--- config.mk ---
export PLATFORM = sky130hd
export DESIGN_NAME = s2mm_cmd_sequencer
export DESIGN_NICKNAME = d
export VERILOG_FILES = /design/src/rtl/s2mm_pkg.sv /design/src/rtl/s2mm_cmd_sequencer.sv
export SDC_FILE = /design/constraint.sdc
export NUM_CORES = 1
export LEC_CHECK = 0
export BUFFER_PORTS_ARGS = -buffer_cell sky130_fd_sc_hd__buf_2
export CAP_MARGIN = 15
export CORE_MARGIN = 2
export CORE_UTILIZATION = 47
export DETAILED_ROUTE_END_ITERATION = 10
export GPL_ROUTABILITY_DRIVEN = 0
export PLACE_DENSITY = 0.76
export SYNTH_ARGS = -nofsm -noshare
export SYNTH_HDL_FRONTEND = slang
export SYNTH_SLANG_ARGS = --single-unit
export TNS_END_PERCENT = 100
--- constraint.sdc ---
create_clock -name clk -period 2.4 [get_ports clk]
set_input_delay 0.36 -clock clk [delete_from_list [all_inputs] [get_ports clk]]
set_output_delay 0.36 -clock clk [all_outputs]
set_load 0.05 [all_outputs]
--- src/rtl/s2mm_pkg.sv ---
// Shared definitions for the S2MM command sequencer: state encoding,
// DataMover status bit positions and the 72-bit command packer.
package s2mm_pkg;

   typedef logic [1:0] s2mm_state_t;

   localparam s2mm_state_t ST_IDLE  = 2'd0;
   localparam s2mm_state_t ST_RUN   = 2'd1;
   localparam s2mm_state_t ST_DRAIN = 2'd2;
   localparam s2mm_state_t ST_ERROR = 2'd3;

   localparam int STS_OKAY   = 7;
   localparam int STS_SLVERR = 6;
   localparam int STS_DECERR = 5;
   localparam int STS_INTERR = 4;

   localparam int CMD_W      = 72;
   localparam int CMD_RSVD_W = 4;
   localparam int CMD_TAG_W  = 4;
   localparam int CMD_ADDR_W = 32;
   localparam int CMD_DSA_W  = 6;
   localparam int CMD_BTT_W  = 23;

   // DRR=0, EOF=0, DSA=0, TYPE=1 (INCR burst)
   function automatic logic [CMD_W-1:0] pack_s2mm_cmd(
      input logic [CMD_TAG_W-1:0]  tag,
      input logic [CMD_ADDR_W-1:0] saddr,
      input logic [CMD_BTT_W-1:0]  btt
   );
      return {{CMD_RSVD_W{1'b0}}, tag, saddr, 1'b0, 1'b0, {CMD_DSA_W{1'b0}}, 1'b1, btt};
   endfunction

   function automatic logic [31:0] ring_next(
      input logic [31:0] addr,
      input logic [31:0] step,
      input logic [31:0] base,
      input logic [31:0] ring_end
   );
      logic [31:0] sum;
      sum = addr + step;
      return (sum == ring_end) ? base : sum;
   endfunction

endpackage

--- src/rtl/s2mm_cmd_sequencer.sv ---
// Issues DataMover S2MM write commands tiling a circular capture buffer and
// checks the returned status stream for tag order and error bits.
//
// state    | meaning
// ---------+-----------------------------------------------------------
// IDLE     | nothing in flight, waiting for enable
// RUN      | issuing commands while fewer than MAX_OUT are outstanding
// DRAIN    | enable dropped; finish held command and collect status
// ERROR    | bad status seen (HALT_ON_ERR); no issue, status still counted
module s2mm_cmd_sequencer
   import s2mm_pkg::*;
#(
   parameter logic [31:0]          BASE_ADDR   = 32'h0000_0000,
   parameter logic [31:0]          BUF_BYTES   = 32'h0100_0000,
   parameter logic [CMD_BTT_W-1:0] BTT         = 23'h4_0000,
   parameter int unsigned          MAX_OUT     = 2,
   parameter bit                   HALT_ON_ERR = 1'b1
) (
   input  logic             clk,
   input  logic             reset,
   input  logic             enable,
   output logic [CMD_W-1:0] cmd_tdata,
   output logic             cmd_tvalid,
   input  logic             cmd_tready,
   input  logic [7:0]       sts_tdata,
   input  logic             sts_tvalid,
   output logic             sts_tready,
   output logic             busy,
   output logic             wrap,
   output logic [31:0]      done_addr,
   output logic [31:0]      seg_count,
   output logic [15:0]      err_count,
   output logic             err_flag,
   output logic [7:0]       last_sts
);

   localparam logic [31:0] BTT32    = {{(32 - CMD_BTT_W){1'b0}}, BTT};
   localparam logic [31:0] RING_END = BASE_ADDR + BUF_BYTES;
   localparam logic [3:0]  MAX_OUT4 = 4'(MAX_OUT);

   s2mm_state_t          state;
   s2mm_state_t          state_nxt;
   logic [31:0]          issue_addr;
   logic [CMD_TAG_W-1:0] issue_tag;
   logic [CMD_TAG_W-1:0] exp_tag;
   logic [3:0]           outstanding;

   logic cmd_hs;
   logic sts_hs;
   logic sts_clean;
   logic sts_ok;
   logic sts_bad;
   logic sts_retire;
   logic can_issue;
   logic issue_wraps;

   assign cmd_hs      = cmd_tvalid & cmd_tready;
   assign sts_hs      = sts_tvalid & sts_tready;
   assign sts_clean   = sts_tdata[STS_OKAY] & ~sts_tdata[STS_SLVERR]
                      & ~sts_tdata[STS_DECERR] & ~sts_tdata[STS_INTERR];
   assign sts_ok      = sts_hs & sts_clean & (sts_tdata[3:0] == exp_tag) & (outstanding != 4'd0);
   assign sts_bad     = sts_hs & ~sts_ok;
   // Spurious beats (nothing outstanding) are counted as errors but retire nothing.
   assign sts_retire  = sts_hs & (outstanding != 4'd0);
   assign can_issue   = (state == ST_RUN) & enable & ~cmd_tvalid & (outstanding < MAX_OUT4);
   assign issue_wraps = ((issue_addr + BTT32) == RING_END);
   assign busy        = (state != ST_IDLE);

   always_comb begin
      state_nxt = state;
      case (state)
         ST_IDLE:  if (enable) state_nxt = ST_RUN;
         ST_RUN:   if (!enable) state_nxt = ST_DRAIN;
         ST_DRAIN: begin
            if (enable)
               state_nxt = ST_RUN;
            else if ((outstanding == 4'd0) && !cmd_tvalid)
               state_nxt = ST_IDLE;
         end
         default:  state_nxt = state;
      endcase
      if (HALT_ON_ERR && sts_bad)
         state_nxt = ST_ERROR;
   end

   always_ff @(posedge clk) begin
      if (reset) begin
         state       <= ST_IDLE;
         cmd_tvalid  <= 1'b0;
         cmd_tdata   <= '0;
         sts_tready  <= 1'b0;
         wrap        <= 1'b0;
         err_flag    <= 1'b0;
         issue_addr  <= BASE_ADDR;
         issue_tag   <= '0;
         exp_tag     <= '0;
         outstanding <= 4'd0;
         done_addr   <= BASE_ADDR;
         seg_count   <= 32'd0;
         err_count   <= 16'd0;
         last_sts    <= 8'd0;
      end else begin
         state      <= state_nxt;
         sts_tready <= 1'b1;
         wrap       <= 1'b0;

         // A raised command is held until accepted, whatever state follows.
         if (cmd_hs) begin
            cmd_tvalid <= 1'b0;
            issue_tag  <= issue_tag + 4'd1;
            issue_addr <= ring_next(issue_addr, BTT32, BASE_ADDR, RING_END);
            wrap       <= issue_wraps;
         end else if (can_issue) begin
            cmd_tvalid <= 1'b1;
            cmd_tdata  <= pack_s2mm_cmd(issue_tag, issue_addr, BTT);
         end

         if (cmd_hs && !sts_retire)
            outstanding <= outstanding + 4'd1;
         else if (!cmd_hs && sts_retire)
            outstanding <= outstanding - 4'd1;

         if (sts_hs)
            last_sts <= sts_tdata;

         if (sts_retire)
            exp_tag <= exp_tag + 4'd1;

         if (sts_ok) begin
            seg_count <= seg_count + 32'd1;
            done_addr <= ring_next(done_addr, BTT32, BASE_ADDR, RING_END);
         end

         if (sts_bad) begin
            err_flag <= 1'b1;
            if (err_count != 16'hFFFF)
               err_count <= err_count + 16'd1;
         end
      end
   end

endmodule

==> flow_summary_export.csv <==
group,metric,value,unit
worst_setup_path,start_kind,"flop",
die,die_h,118.8,um
drt,drtIter0Drc,237,
clock_tree,holdBufCountCts,0,
logic_synthesis,yosysSeqAreaShare,39.12,%
worst_setup_path,r2r_cells,11,
clock_tree,clk_path_buf_depth,2,
cells_and_area,nets,889,
clock_tree,clk_latency,0.41,ns
drt,wl,13050,um
job,cap_violations,0,
drt,wl_per_cell,12.47,um
power,internal_power,3.890,mW
drt,via_per_inst,4.893,
clock_tree,cts_tree,"built",
die,coreArea,12720,um^2
logic_synthesis,yosysTopAreaCellShare,39.12,%
sta,report.final.slew_viol_count,0,
global_routing,grt_overflow,0,
worst_setup_path,r2r_setup_slack,0.12,ns
min_path,whs_endpoint,"last_sts[7]",
power,power.density,748.1,nW/um^2
logic_synthesis,ys.flop_type,"dfxtp_1",
min_path,min_path_type,"in2reg",
power,vdd_ir_drop_max,390.0,uV
sta,setup_viol,0,
clock_tree,path_clk_slew,0.05,ns
global_routing,grt_max_degree,54,
logic_synthesis,synth_top_area_cell,"dfxtp_1",
logic_synthesis,ys_seq_elements,121,
die,start_util,48.67,%
logic_synthesis,synth_top_family_by_area,"simple AND/OR/NAND/NOR gates",
logic_synthesis,synthMuxAreaShare,0.8285,%
logic_synthesis,synth_xor_area_share,11.74,%
sta,post-route-period-util,94.81,%
global_routing,grt_pass1_vias,4581,
global_routing,grtUsageTotal,18.94,%
min_path,hold_path_depth,3,
die,fp.dieArea,14110,um^2
cells_and_area,instances_no_fill,1047,
placement,port_buffers,107,
power,p_sw,1.558,mW
sta,finalHoldViolCount,0,
logic_synthesis,synthArstFlopShare,0,%
sta,clock_skew,0.008556,ns
power,swShare,28.60,%
sta,relSlewSlack,64.38,%
placement,placed_area,6708,um^2
logic_synthesis,yosys-top-cells-area,"dfxtp_1, buf_4, xnor2_1",
clock_tree,post-cts-setup-buffer-count,0,
logic_synthesis,synth-compound-area-share,7.214,%
power,power,5.448,mW
worst_setup_path,cp_data_required_time,2.73,ns
logic_synthesis,synth_cell_types,57,
clock_tree,htree_levels,4,
worst_setup_path,critPathKind,"reg2reg",
sta,worstMarginPinSlew,0.5343,ns
power,power_leakage,3.053,nW
cells_and_area,final_area,7282,um^2
placement,dp_hpwl,9478,um
worst_setup_path,reg2reg_from,"outstanding[0]",
logic_synthesis,syn-cell-area,6192,um^2
logic_synthesis,synthCells,752,
global_routing,grt_pass1_wl,21780,um
run_status,status,"complete, no violations",
die,io-pin-count,178,
worst_setup_path,critPathCaptureType,"flop",
cells_and_area,drive_gt1_share,20.23,%
clock_tree,cts_resized,0,
placement,dp.cells,1015,
logic_synthesis,ys_warn_count,0,
cells_and_area,diodes,0,
drt,ant_nets,0,
power,combPwrFrac,16.5,%
min_path,hp-start,"sts_tdata[7]",
cells_and_area,area_growth_syn_to_layout,17.60,%
sta,whs,0.2110,ns
drt,drc,0,
global_routing,grt_antenna_before_repair,1,
die,die_w,118.8,um
worst_setup_path,cp.arrival,2.60,ns
sta,finalCriticalPeriod,2.275,ns
logic_synthesis,syn_area_per_cell,8.234,um^2
logic_synthesis,synthAdderAreaFrac,2.950,%
clock_tree,cts_buffers,17,
logic_synthesis,synth-simple-area-share,26.29,%
sta,max_freq,0.4395,GHz
worst_setup_path,crit_fanout,3,
drt,detail_route.first_pass.iterations,4,
worst_setup_path,r2r-end,"outstanding[3]",
logic_synthesis,synth_edf_count,0,
power,p_clk_share,44.2,%
clock_tree,cts.sinks,121,
clock_tree,clockRootBuffer,"clkbuf_16",
die,rows,41,
power,seqPwrFrac,39.3,%
drt,num_vias,5123,
[cells in the final DEF, fill, tap and decap left out, types with 2 or more instances in the layout]
cell         n
xnor2_1     42
nand3_1     37
bufinv_16    2
nor4_4       2
nor4_1       5
a21oi_1     43
o21a_1       2
o22a_1       2
buf_2      106
and4_1      11
and2_1       5
clkinv_2     8
o21ai_0     12
xor2_1      41
or2_2        2
nor4b_2      2
nand4_1     27
clkbuf_8     2
nor4b_1      2
dfxtp_1    117
a31oi_1      4
clkbuf_16   17
and3_1      11
nor2_1      94
dfxtp_2      4
mux2i_1      4
conb_1      70
nand2_1     97
nor3_1      22
inv_1       11
buf_4       21
ha_1        13
clkbuf_1     3
or3_1        6
[synthesized netlist by cell type (2+ instances only)]
cell,n
xor2_1,41
o21a_1,2
ha_1,13
nor4_1,6
clkbuf_1,25
nor2_1,94
buf_1,2
and4_1,11
nand4_1,27
buf_2,5
nand3_1,37
and2_1,5
nor4b_2,2
nor3_1,22
xnor2_1,42
nand2_1,97
nor4b_1,2
inv_1,11
buf_4,74
or2_2,2
mux2i_1,4
o22a_1,2
o21ai_0,12
a21oi_1,43
dfxtp_1,121
a31oi_1,4
or3_1,6
and3_1,11
[power groups by stage]
stage	logic [mW]	clock network (mW)	registers [mW]
5_1_grt	0.976	2.56	2.15
3_5_place_dp	0.885	0	2.17
6_report	0.899	2.41	2.14
2_1_floorplan	0.750	0	2.22
3_3_place_gp	0.876	0	2.17
4_1_cts	0.888	2.47	2.13
[kinds of logic after synthesis]
family	Yosys count
multiplexers	5
buffers and inverters	119
flip-flops	121
AO/OA/AOI/OAI	74
XOR/XNOR	83
AND/OR/NAND/NOR	335
other	1
adder cells (fa/ha/maj)	14
[state kept, by name, summed over array words and instances, names as in the netlist]
signal	flops
wrap	1
issue_tag	4
cmd_tvalid	1
exp_tag	4
state	2
done_addr	14
err_count	16
issue_addr	14
err_flag	1
cmd_tdata	19
outstanding	4
sts_tready	1
seg_count	32
last_sts	8
[cell type report]
cell class | count | area [um^2]
clock inverters | 10 | 100.1
inverters | 13 | 48.80
clock buffers | 22 | 464.2
well taps | 172 | 215.2
multi-input cells | 581 | 3318
repair buffers | 128 | 708.2
fillers | 1241 | 5440
flip-flops and latches | 121 | 2427
[worst max-delay path by stage]
stage,endpoint,depth (start not counted),startpoint
2_1_floorplan,outstanding[3],11,sts_tready
3_3_place_gp,outstanding[3],11,outstanding[1]
3_5_place_dp,outstanding[3],11,outstanding[1]
4_1_cts,outstanding[3],11,outstanding[1]
5_1_grt,outstanding[3],11,outstanding[3]
6_report,outstanding[3],11,outstanding[0]
[stage by stage]
stage | worst slack (ns) | util [%] | setup TNS, ns
floorplan | 0.01276 | - | 0
global placement | 0.1395 | 52.72 | 0
detailed placement | 0.05297 | 52.72 | 0
CTS | 0.02897 | 57.16 | 0
global route | -0.02711 | 57.24 | -0.02711
finish | 0.1246 | 57.24 | 0
[critical path: stages (launching register included)]
cell and delay, ns:
dfxtp_1 0.33, nor4_4 0.33, nor2_4 0.05, inv_2 0.06, ha_1 0.17, inv_1 0.09, ha_1 0.29, a21o_1 0.17
a21oi_1 0.18, xnor2_1 0.10, or3_1 0.30, a21oi_1 0.13
[metal layers]
metal	share of wire, %	track usage, %	wire length [um]	up-vias
met1	45	23.55	5836	2376
met4	0.87	6.622	114	0
met2	48	30.24	6298	125
li1	-	-	-	2613
met5	0	0	0	-
met3	6.2	6.805	804	9
Note: power is estimated with default switching activity, not from simulation.
